===== src/rtl/tdm_mux_8to1.sv =====
// tdm_mux_8to1: merges eight valid/ready channels onto one registered output
// lane using a rotating-priority (round-robin) arbiter. Every output word is
// tagged with its source channel index so a downstream 1:8 demux can split
// the stream back out.
module tdm_mux_8to1 #(
  parameter int WIDTH = 8
) (
  input  logic               clk,
  input  logic               rst_n,
  input  logic [7:0]         in_valid,
  input  logic [8*WIDTH-1:0] in_data,
  output logic [7:0]         in_ready,
  output logic               out_valid,
  output logic [WIDTH-1:0]   out_data,
  output logic [2:0]         out_sel,
  input  logic               out_ready,
  output logic [3:0]         busy_cnt
);

  // Number of asserted request lines (0..8).
  function automatic logic [3:0] popcount8(input logic [7:0] vec);
    logic [3:0] cnt;
    cnt = 4'd0;
    for (int k = 0; k < 8; k++) begin
      cnt = cnt + {3'b000, vec[k]};
    end
    return cnt;
  endfunction

  logic [2:0]       ptr_r;        // channel with highest priority next
  logic             load_s;       // output register may take a new word
  logic             grant_found_s;
  logic [2:0]       grant_idx_s;
  logic [2:0]       scan_idx_s;
  logic             take_s;       // a transfer happens on this edge
  logic [WIDTH-1:0] grant_data_s;

  // Output register is free when empty or being drained this cycle.
  assign load_s = !out_valid || out_ready;

  // Rotating scan: first requesting channel starting at ptr_r, modulo 8.
  always_comb begin
    grant_found_s = 1'b0;
    grant_idx_s   = 3'd0;
    scan_idx_s    = 3'd0;
    for (int k = 0; k < 8; k++) begin
      scan_idx_s = ptr_r + 3'(k);
      if (!grant_found_s && in_valid[scan_idx_s]) begin
        grant_found_s = 1'b1;
        grant_idx_s   = scan_idx_s;
      end else begin
        grant_found_s = grant_found_s;
      end
    end
  end

  // A grant only completes when the output register can accept it.
  assign take_s       = load_s && grant_found_s;
  assign grant_data_s = in_data[grant_idx_s*WIDTH +: WIDTH];

  // One-hot ready toward the granted producer; held low during reset.
  always_comb begin
    in_ready = 8'h00;
    if (rst_n && take_s) begin
      in_ready = 8'h01 << grant_idx_s;
    end else begin
      in_ready = 8'h00;
    end
  end

  // Output word register: load on grant, empty when drained with no request.
  always_ff @(posedge clk or negedge rst_n) begin
    if (!rst_n) begin
      out_valid <= 1'b0;
      out_data  <= '0;
      out_sel   <= 3'd0;
    end else if (take_s) begin
      out_valid <= 1'b1;
      out_data  <= grant_data_s;
      out_sel   <= grant_idx_s;
    end else if (load_s) begin
      out_valid <= 1'b0;
    end else begin
      out_valid <= out_valid;
    end
  end

  // Round-robin pointer moves just past the channel that was served.
  always_ff @(posedge clk or negedge rst_n) begin
    if (!rst_n) begin
      ptr_r <= 3'd0;
    end else if (take_s) begin
      ptr_r <= grant_idx_s + 3'd1;
    end else begin
      ptr_r <= ptr_r;
    end
  end

  // Registered count of channels currently requesting.
  always_ff @(posedge clk or negedge rst_n) begin
    if (!rst_n) begin
      busy_cnt <= 4'd0;
    end else begin
      busy_cnt <= popcount8(in_valid);
    end
  end

endmodule


===== config.mk =====
export PLATFORM = sky130hd
export DESIGN_NAME = tdm_mux_8to1
export DESIGN_NICKNAME = d
export VERILOG_FILES = /design/src/rtl/tdm_mux_8to1.sv
export SDC_FILE = /design/constraint.sdc
export NUM_CORES = 1
export LEC_CHECK = 0
export CAP_MARGIN = 20
export CORE_ASPECT_RATIO = 2
export CORE_MARGIN = 10
export CORE_UTILIZATION = 44
export DETAILED_ROUTE_END_ITERATION = 6
export PLACE_DENSITY = 0.82
export SETUP_SLACK_MARGIN = 0.5
export SLEW_MARGIN = 20
export SYNTH_ARGS = -nofsm -noshare
export SYNTH_HDL_FRONTEND = slang
export SYNTH_SLANG_ARGS = --single-unit
export TNS_END_PERCENT = 10

===== constraint.sdc =====
create_clock -name clk -period 4.45 [get_ports clk]
set_input_delay 0.89 -clock clk [delete_from_list [all_inputs] [get_ports clk]]
set_output_delay 0.89 -clock clk [all_outputs]
set_load 0.005 [all_outputs]

### Word level (Yosys, flattened, before mapping)

Index checks and enable logic that the tools add are counted.

| operators by class | value |
|---|---|
| multiplexer cells | 35 |
| shift operators | 2 |
| reductions and logical operators | 19 |
| $add $sub $neg | 15 |
| multiply operators | 0 |
| div/mod/pow operators | 0 |
| order comparisons | 8 |
| bitwise operators | 0 |
| equal/unequal tests | 0 |

Operators with widths:

| kind | count |
|---|---|
| 64-bit by 7-bit variable part select with 8-bit output | 1 |
| 3-bit by 4-bit < comparator with 1-bit output, second input constant | 8 |
| 1-bit binary-select mux with 3-bit select | 8 |
| 3-bit 2-to-1 mux | 8 |
| 1-bit 2-to-1 mux | 18 |
| 4-bit by 1-bit adder with 4-bit output | 4 |
| 3-bit adder, second input constant | 4 |
| 1-bit logical AND | 9 |
| 1-bit zero test | 8 |
| 8-bit 2-to-1 mux | 1 |
| 1-bit by 3-bit << shifter with 8-bit output, first input constant | 1 |
| 3-bit by 1-bit adder with 3-bit output, second input constant | 2 |
| 3-bit by 2-bit adder with 3-bit output, second input constant | 2 |
| 3-bit by 1-bit adder with 4-bit output | 1 |
| 2-bit by 1-bit adder with 3-bit output | 1 |
| 1-bit by 1-bit adder with 2-bit output | 1 |
| 2-bit nonzero test | 1 |
| 1-bit logical OR | 1 |

| word-level totals | value |
|---|---|
| bits of input ports | 75 |
| bits in registers | 19 |
| RAM bits | 0 |
| memories | 0 |
| memory bits (read-only) | 0 |
| bits in latches | 0 |

### Logic depth before layout (Yosys ltp)

Gate-level depths: netlist of run 1.

| depth | value |
|---|---|
| depth after elaboration | 27 |
| gate-level depth with buffers | 16 |

### Worst setup path after synthesis of run 1

Ideal clock, no wire load.

| path | value |
|---|---|
| path type | flip-flop to output port |
| start | register ptr_r[1] |
| end | output port in_ready[7] |
| setup slack | 0.327 ns |
| data arrival time | 3.233 ns |
| cell stages (with the launch flop) | 15 |
| cells stage by stage | dfrtp_1 clkbuf_1 inv_1 ha_1 mux4_1 mux2i_4 and4_1 buf_6 nand3_1 o32ai_2 buf_6 buf_4 and2_1 ha_1 and3_1 |

| between the ends | value |
|---|---|
| cells in the longest elaborated chain, start to end | 27 |

RTL lines:

| element | RTL line | text |
|---|---|---|
| start: declaration | 30 | `logic [2:0] ptr_r;` |
| start signal: assignment | 93 | `ptr_r <= grant_idx_s + 3'd1;` |
| start signal: assignment | 95 | `ptr_r <= ptr_r;` |
| branches (longest 26 deep; another with 3-bit by 1-bit adder with 3-bit output) | -- |  |
| 8-bit 2-to-1 mux * | 64 | `if (rst_n && take_s) begin` |
| end: declaration | 12 | `output logic [7:0] in_ready,` |

Mark *: on every way between the ends. The select of a mux whose other input is x is not followed.

### Worst setup path in the final report of run 1

| path | value |
|---|---|
| start | input port in_valid[6] |
| end | output port in_ready[2] |

| between the ends | value |
|---|---|
| cells in the longest elaborated chain, start to end | 27 |

RTL lines:

| element | RTL line | text |
|---|---|---|
| start: declaration | 10 | `input logic [7:0] in_valid,` |
| 1-bit binary-select mux with 3-bit select | 48 | `if (!grant_found_s && in_valid[scan_idx_s]) begin` |
| 1-bit 2-to-1 mux (not written as such) | 48 |  |
| 1-bit 2-to-1 mux | 48 |  |
| 1-bit zero test | 48 |  |
| 1-bit logical AND | 48 |  |
| 1-bit 2-to-1 mux | 48 |  |
| 1-bit zero test | 48 |  |
| 1-bit logical AND | 48 |  |
| [11 not listed] | -- |  |
| 1-bit logical AND | 48 |  |
| 1-bit 2-to-1 mux | 48 |  |
| 1-bit zero test | 48 |  |
| 1-bit logical AND | 48 |  |
| 1-bit 2-to-1 mux | 48 |  |
| 1-bit logical AND | 58 | `assign take_s = load_s && grant_found_s;` |
| 1-bit logical AND | 64 |  |
| 8-bit 2-to-1 mux * | 64 |  |

Every way passes the cells marked *; elsewhere a longest branch is shown, timed or not. The select of a mux whose other input is x is not followed.

==> flow_metrics.tcl, run 1 <==
set metrics [dict create \
    rrSetupSlack_ps 850 \
    p_leak_uw 0.001868 \
    cts_tree "done" \
    routed_wl_mm 10.09 \
    rsz0062_at_grt "yes" \
    ys_seq_elements 19 \
    dieWidth_um 71.63 \
    first_iter_violations 181 \
    synth_top_area_cell "dfrtp_1" \
    critPathTopFamily "multiplexers" \
    path_buf_inv 4 \
    cts.path.max_buffers 2 \
    cp_cell_sequence "buf_12 -> mux4_2 -> mux2i_4 -> and4_4 -> buf_6 -> o211ai_1 -> o211ai_1 -> a21oi_4 -> buf_6 -> nand2b_4 -> nor2_2 -> buf_2" \
    finalNetCount 481 \
    placed_cells 427 \
    fp.dieH_um 123.3 \
    gp_congestion 0.9098 \
    vias_per_cell 5.859 \
    synth_warnings 0 \
    synth_flop_cell "dfrtp_1" \
    initial_core_util_pct 45.65 \
    startpoint_type "input port" \
    min_from "out_sel[0]" \
    synth_area_leaders "dfrtp_1 (20%), mux2i_1 (17%), mux4_2 (12%)" \
    numCtsBuffers 3 \
    wire_per_inst_um 22.28 \
    critPathKind "input port to output pin" \
    grt_usage_pct 20.22 \
    cts_sinks 19 \
    netlist_area_um2 2346 \
    place_ws_ps -526.1 \
    finalSetupViolCount 0 \
    finalWorstSetupSlack_ps 397.7 \
    synth_cells 232 \
    finalNonFillerCells 453 \
    syn2layout_area_growth_pct 81.12 \
    skew_ps 2.813 \
    required_ps 3560 \
    cts.clk_slew.worst_paths_ps 70 \
    synth_most_common_cell "mux2i_1" \
    drtAntennaViolNets 0 \
    slowest_stage "mux4_2" \
    ios 99 \
    vdd_drop_max_mv 1.080 \
    synth_cell_types 44 \
    grt_pass1_vias 2966 \
    grt_pass1_wl_mm 14.45 \
    crit_fanout 8 \
    slew-limit-headroom_pct 65.05 \
    slew_violations 0 \
    antenna-diode-count 0 \
    rows 37 \
    syn_nets 317 \
    worstPathArrival_ps 3160 \
    vias 2654 \
    grt_antenna_before_repair 0 \
    dieArea_um2 8829 \
    grt_overflow 0 \
    synthTopCellsByCount "mux2i_1 (41), nor2_1 (26), dfrtp_1 (19), inv_1 (16), a21oi_1 (15)" \
    crit_path_start "in_valid[6]" \
    ys_seq_area_share_pct 20.27 \
    post-route-period-util_pct 91.06 \
    coreArea_um2 5139 \
    hold_viol 0 \
    reg2reg_depth 15 \
    worstReg2RegEnd "out_data[6]" \
    grt_max_degree 25 \
    setup.worst_path.end "in_ready[2]" \
    place_hpwl_mm 7.308 \
    fin_crit_ps 4052 \
    drive_above_1_share_pct 43.04 \
    end_kind "output pin" \
    synthArstFlopShare_pct 100.0 \
    first_pass_iters 4 \
    clock.fmax_ghz 0.2468 \
    portBuffers 98 \
    clockRootBuffer "clkbuf_8" \
    status "completed" \
    hp-class "flip-flop to flip-flop" \
    clkLatencyLatePin_ps 250 \
    avgSynthCellArea_um2 10.11 \
    htree_levels 1 \
    regToRegStartpoint "ptr_r[0]" \
    worstSetupPathDepth 12 \
    cap_violations 0 \
    synth_top_area_share_pct 20.27 \
    slowest_delay_ps 530 \
    powerDensity_nw_per_um2 1130 \
    synth_edf_count 0 \
    worst_pin_slew_ps 521.7 \
    drc 0 \
]
-- logic make-up after synthesis --
group                    after synthesis  synth area share [%]
XOR/XNOR                               4                 1.814
flip-flops                            19                 20.27
AND/OR/NAND/NOR                       58                 11.36
adder cells (fa/ha/maj)               10                 6.613
AO/OA/AOI/OAI                         44                 12.53
buffers and inverters                 31                 7.200
multiplexers                          66                 40.21
-- state kept, by name, indices dropped and copies added, names as in the netlist --
register / cells
out_data: 8
out_valid: 1
out_sel: 3
ptr_r: 3
busy_cnt: 4
-- layer usage --
metal | part of all wire (%) | routed length, um | GRT usage [%] | vias up
met5 | 0 | 0 | 0 | -
met4 | 5.2 | 521 | 8.029 | 0
met3 | 5.5 | 559 | 3.448 | 38
met2 | 59 | 5905 | 41.13 | 126
met1 | 31 | 3105 | 18.63 | 1303
li1 | - | - | - | 1187
-- repair_timing --
| item | in CTS | in global routing |
|---|---|---|
| pin swaps | 13 | 18 |
| resized for setup | 115 | 47 |
| hold buffers | 0 | 0 |
| gates cloned | 0 | 1 |
| endpoints found under the setup margin | 13 | 8 |
| setup buffers | 15 | 6 |
-- how the worst min path moves through the flow --
stage | to | slack (ps) | cells past startpoint
global placement | out_sel[2] | 490 | 1
global route | out_sel[0] | 550 | 1
CTS | out_sel[0] | 520 | 1
floorplan | out_sel[0] | 510 | 1
detailed placement | out_sel[0] | 500 | 1
finish | out_sel[0] | 510 | 1
-- cells in the final DEF (no fill, tap or decap), types with 4 or more instances in the layout --
cell type,instances
nor2_2,6
nor2_1,18
inv_1,14
mux2i_1,35
o21ai_1,5
nand2_2,4
clkdlybuf4s50_1,82
mux2i_2,4
buf_2,7
buf_6,19
o21ai_0,4
buf_4,61
mux4_2,18
a21oi_1,12
dfrtp_1,18
nand2_1,9
fa_1,4
-- final cells by class --
type	instances	area (um^2)
Fill cell	276	889.6
Clock buffer	4	45.04
Timing Repair Buffer	174	1628
Tap cell	58	72.57
Inverter	16	62.56
Sequential cell	19	476.7
Multi-Input combinational cell	182	1964
-- power by group --
| group | total (uW) | internal, uW | switching (uW) |
|---|---|---|---|
| sequential | 322 | 262 | 59.8 |
| clock | 119 | 63.6 | 55.5 |
| combinational | 4360 | 2380 | 1980 |
| total | 4800 | 2710 | 2090 |
-- stage by stage --
step                setup TNS [ps]  hold WS (ps)  instance area (um^2)  util [%]  total power [uW]
floorplan                        0         505.5                  2369         -              2507
global placement             -4116         495.0                  3722     72.44              3502
detailed placement           -4016         502.2                  3722     72.44              3569
CTS                              0         522.4                  3961     77.09              4170
global route                     0         550.0                  4249     82.69              5069
finish                           0         513.3                  4249     82.69              4803
No activity file was read; power rests on OpenSTA's default activity.
==> inputs of run 2 (changes only) <==
- CORE_MARGIN: 10 -> 3
- HOLD_SLACK_MARGIN: unset -> 0.02
==> flow_metrics.tcl, run 2 (synthesized netlist as in run 1, its figures left out) <==
set metrics [dict create \
    hold_buffers 0 \
    grt_pass1_vias 2746 \
    hold_viol 0 \
    place_hpwl_mm 6.500 \
    startpoint_type "input port" \
    post-route-period-util_pct 92.52 \
    cts_tree "done" \
    crit_path_start "in_valid[7]" \
    finalSetupTns_ps 0 \
    grt_antenna_before_repair 0 \
    regArea_um2 476.7 \
    rrSetupSlack_ps 570 \
    reg2reg_depth 13 \
    fillCellCount 304 \
    status "completed" \
    cap_violations 0 \
    crit_fanout 7 \
    powerDensity_nw_per_um2 1120 \
    drc 0 \
    hp-class "flip-flop to flip-flop" \
    antenna-diode-count 0 \
    gp_congestion 0.9168 \
    syn2layout_area_growth_pct 71.09 \
    setup.worst_path.end "in_ready[7]" \
    slew_violations 0 \
    placed_cells 420 \
    clockRootBuffer "clkbuf_8" \
    vdd_drop_max_mv 0.9189 \
    largest_reg_flops 8 \
    fin_crit_ps 4117 \
    htree_levels 1 \
    finalNetCount 467 \
    first_pass_iters 4 \
    skew_ps 6.839 \
    worstPathArrival_ps 3230 \
    multi_input_area_um2 1897 \
    worst_pin_slew_ps 323.7 \
    first_iter_violations 67 \
    grt_pass1_wl_mm 12.85 \
    end_kind "output pin" \
    top_regs "out_data x8, busy_cnt x4" \
    grt_usage_pct 26.26 \
    portBuffers 98 \
    rsz0062_at_grt "yes" \
    postPlaceCellArea_um2 3657 \
    fin_area_um2 4014 \
    layout_commonest_cell "clkdlybuf4s50_1" \
    p_leak_uw 0.001770 \
    grt_overflow 0 \
    required_ps 3560 \
    coreArea_um2 5139 \
    ios 99 \
    numCtsBuffers 3 \
    initial_core_util_pct 45.65 \
    routed_wl_mm 8.412 \
    regToRegStartpoint "ptr_r[0]" \
    cts.clk_slew.worst_paths_ps 70 \
    worstReg2RegEnd "out_data[7]" \
    fp.dieH_um 109.3 \
    grt_max_degree 27 \
    largest_register "out_data" \
    rows 37 \
    drive_above_1_share_pct 38.06 \
    finalNonFillerCells 439 \
    vias_per_cell 5.713 \
    wire_per_inst_um 19.16 \
    finalSetupViolCount 0 \
    dieArea_um2 6297 \
    vias 2508 \
    postLayoutCoreUtil_pct 78.11 \
    dieWidth_um 57.63 \
    critPathKind "input port to output pin" \
    clock.fmax_ghz 0.2429 \
    cts_sinks 19 \
    slew-limit-headroom_pct 77.80 \
    cts.path.max_buffers 2 \
    final_cell_mix "clkdlybuf4s50_1 (82), buf_4 (53), mux2i_1 (35)" \
    drtAntennaViolNets 0 \
    clkLatencyLatePin_ps 260 \
]
run 2: cell types whose count changed in the layout (fill, tap and decap cells not counted), moves of 3 or more:
cell     delta
buf_12      -3
buf_4       -8
o21ai_1     -3
nor2_1      +4
nor2_2      -3
run 2: how the worst min path moves through the flow:
stage          slack [ps]  cells after the start        from         end
6_report              520                      1  out_sel[0]  out_sel[0]
5_1_grt               530                      1  out_sel[0]  out_sel[0]
4_1_cts               520                      1  out_sel[0]  out_sel[0]
3_5_place_dp          500                      1  out_sel[2]  out_sel[2]
3_3_place_gp          500                      1  out_sel[0]  out_sel[0]
2_1_floorplan         510                      1  out_sel[0]  out_sel[0]
run 2: metal layers:
metal / track usage (%) / part of all wire (%) / up-vias
met5: 0 / 0 / -
met4: 14.10 / 6.3 / 0
met3: 3.081 / 3.2 / 41
met2: 50.00 / 59 / 98
met1: 26.62 / 32 / 1209
li1: - / - / 1160
run 2: what timing repair did:
action,CTS,global route
hold endpoints to repair,0,0
pin swaps,10,11
resized for setup,107,35
buffers inserted,10,5
endpoints found under the setup margin,16,9
run 2: critical path, stage by stage:
cell     delay, ps
buf_6          110
mux4_2         540
mux2i_4        290
and4_4         330
nand3_2        150
o32ai_4        340
and2_4         210
ha_4           120
and3_4         170
buf_6           90
run 2: where the power goes:
part | internal (uW) | switching (uW)
registers | 262 | 51.4
logic | 2250 | 1810
clock network | 63.8 | 58.1
run 2: final cells by class:
type,instances,share of cell area [%]
Inverter,16,1.559
Timing Repair Buffer,160,36.38
Multi-Input combinational cell,182,47.26
Clock buffer,4,1.122
Tap cell,58,1.808
Sequential cell,19,11.88
run 2: metrics by stage:
stage / worst slack, ps / total power [uW] / hold WS [ps]
6_report: 332.8 / 4496 / 518.3
2_1_floorplan: 455.7 / 2507 / 505.5
3_5_place_dp: -544.3 / 3564 / 497.4
5_1_grt: 279.8 / 4801 / 532.3
4_1_cts: 357.9 / 4148 / 517.3
3_3_place_gp: -513.1 / 3515 / 500.3
==> inputs of run 3 (changes only) <==
--- a/config.mk
+++ b/config.mk
@@ -12,2 +12,3 @@
 export DETAILED_ROUTE_END_ITERATION = 6
+export GPL_ROUTABILITY_DRIVEN = 1
 export HOLD_SLACK_MARGIN = 0.02
--- a/constraint.sdc
+++ b/constraint.sdc
@@ -3,2 +3,2 @@
 set_output_delay 0.89 -clock clk [all_outputs]
-set_load 0.005 [all_outputs]
+set_load 0.05 [all_outputs]
==> flow_metrics.tcl, run 3 (synthesized netlist as in run 1, its figures left out) <==
set metrics [dict create \
    dr_wl_met2_mm 5.003 \
    hold_viol 0 \
    slowest_stage "mux4_2" \
    grt_antenna_before_repair 0 \
    cap_violations 0 \
    first_iter_violations 98 \
    antenna-diode-count 0 \
    place_hpwl_mm 6.738 \
    finalSetupViolCount 0 \
    slew-limit-headroom_pct 62.61 \
    coreArea_um2 5139 \
    drc 0 \
    dr_wl_met3_um 359 \
    wire_per_inst_um 19.26 \
    hp-class "flip-flop to flip-flop" \
    clockRootBuffer "clkbuf_8" \
    status "completed" \
    rsz0062_at_grt "yes" \
    fp.dieH_um 109.3 \
    postLayoutCoreUtil_pct 79.30 \
    path_buf_inv 6 \
    grt_overflow 0 \
    top_layer_used "met4" \
    cts_tree "done" \
    largest_register "out_data" \
    cts_sinks 19 \
    min_from "out_sel[2]" \
    grt_usage_pct 26.58 \
    dieArea_um2 6297 \
    top_regs "out_data x8, busy_cnt x4" \
    slew_violations 0 \
    numCtsBuffers 3 \
    cts.path.max_buffers 2 \
    worst_pin_slew_ps 559.1 \
    drtAntennaViolNets 0 \
    startpoint_type "input port" \
    largest_reg_flops 8 \
    clock.fmax_ghz 0.2375 \
    crit_path_start "in_valid[2]" \
    post-route-period-util_pct 94.63 \
    final_cell_mix "clkdlybuf4s50_1 (82), buf_4 (55), mux2i_1 (36)" \
    crit_fanout 4 \
    first_pass_iters 5 \
    finalSetupTns_ps 0 \
    syn2layout_area_growth_pct 73.71 \
    initial_core_util_pct 45.65 \
    grt_max_degree 27 \
    rows 37 \
    ios 99 \
    cts.clk_slew.worst_paths_ps 70 \
    regToRegStartpoint "ptr_r[0]" \
    finalNetCount 466 \
    critPathTopFamily "buffers and inverters" \
    portBuffers 98 \
    gp_congestion 0.9241 \
    grt_pass1_vias 2695 \
    drive_above_1_share_pct 38.95 \
    worstPathArrival_ps 3320 \
    skew_ps 2.641 \
    dieWidth_um 57.63 \
    vias 2567 \
    required_ps 3560 \
    routed_wl_mm 8.438 \
    cpMostUsedCell "buf_4" \
    met1Wirelength_mm 2.698 \
    critPathKind "input port to output pin" \
    layout_commonest_cell "clkdlybuf4s50_1" \
    htree_levels 1 \
    grt_pass1_wl_mm 12.97 \
    cp_cell_sequence "buf_6 -> buf_6 -> buf_4 -> mux4_2 -> mux2i_1 -> buf_4 -> nand2_1 -> o22ai_1 -> o211ai_1 -> a21oi_2 -> buf_4 -> ha_4 -> and3_4 -> buf_12" \
    slowest_delay_ps 510 \
    vias_per_cell 5.861 \
    clkLatencyLatePin_ps 250 \
    fin_crit_ps 4211 \
    end_kind "output pin" \
]
-- run 3: cell types whose count changed in the layout (fill, tap and decap cells not counted), moves of 4 or more --
cell	delta
buf_12	+6
buf_6	-6
nor2_4	+6
nor2_1	-4
-- run 3: cell type report --
type,instances,area (um^2)
multi-input cells,182,1913
repair buffers,159,1503
fillers,300,1064
flip-flops and latches,19,479.2
well taps,58,72.57
inverters,16,62.56
clock buffers,4,45.04
-- run 3: repair_timing --
| action | in CTS | in global routing |
|---|---|---|
| pin swaps | 12 | 10 |
| hold buffers | 0 | 0 |
| buffers inserted | 15 | 4 |
| gates resized for setup | 62 | 17 |
| setup endpoints to repair | 16 | 8 |
-- run 3: worst paths after layout --
path                       slack, ps          end  cells past startpoint
max                              240  in_ready[7]                     14
min                              520   out_sel[2]                      1
max reg2reg                      780  out_data[6]                     11
min reg2reg                      520   out_sel[2]                      1
max in group asynchronous       3210     ptr_r[2]                      2
min in group asynchronous       1020    out_valid                      2
-- run 3: per-layer routing --
layer | vias to the layer above | GRT usage, %
li1 | 1155 | -
met1 | 1262 | 28.17
met2 | 117 | 51.29
met3 | 33 | 2.607
met4 | 0 | 10.95
met5 | - | 0
-- run 3: through the flow --
| step | instances | setup slack [ps] | hold WS [ps] | cell area (um^2) |
|---|---|---|---|---|
| final | 438 | 239.0 | 522.5 | 4075 |
| after global routing | 438 | 208.1 | 529.2 | 4075 |
| after CTS | 434 | 280.8 | 520.3 | 3979 |
| after detailed placement | 415 | -219.3 | 494.5 | 3769 |
| after global placement | 415 | -174.2 | 496.5 | 3769 |
| after floorplan | 232 | 343.7 | 594.4 | 2464 |
Power of run 3 is not shown: default switching activity piles up to over one toggle a cycle in this logic, so the estimate is an artifact.
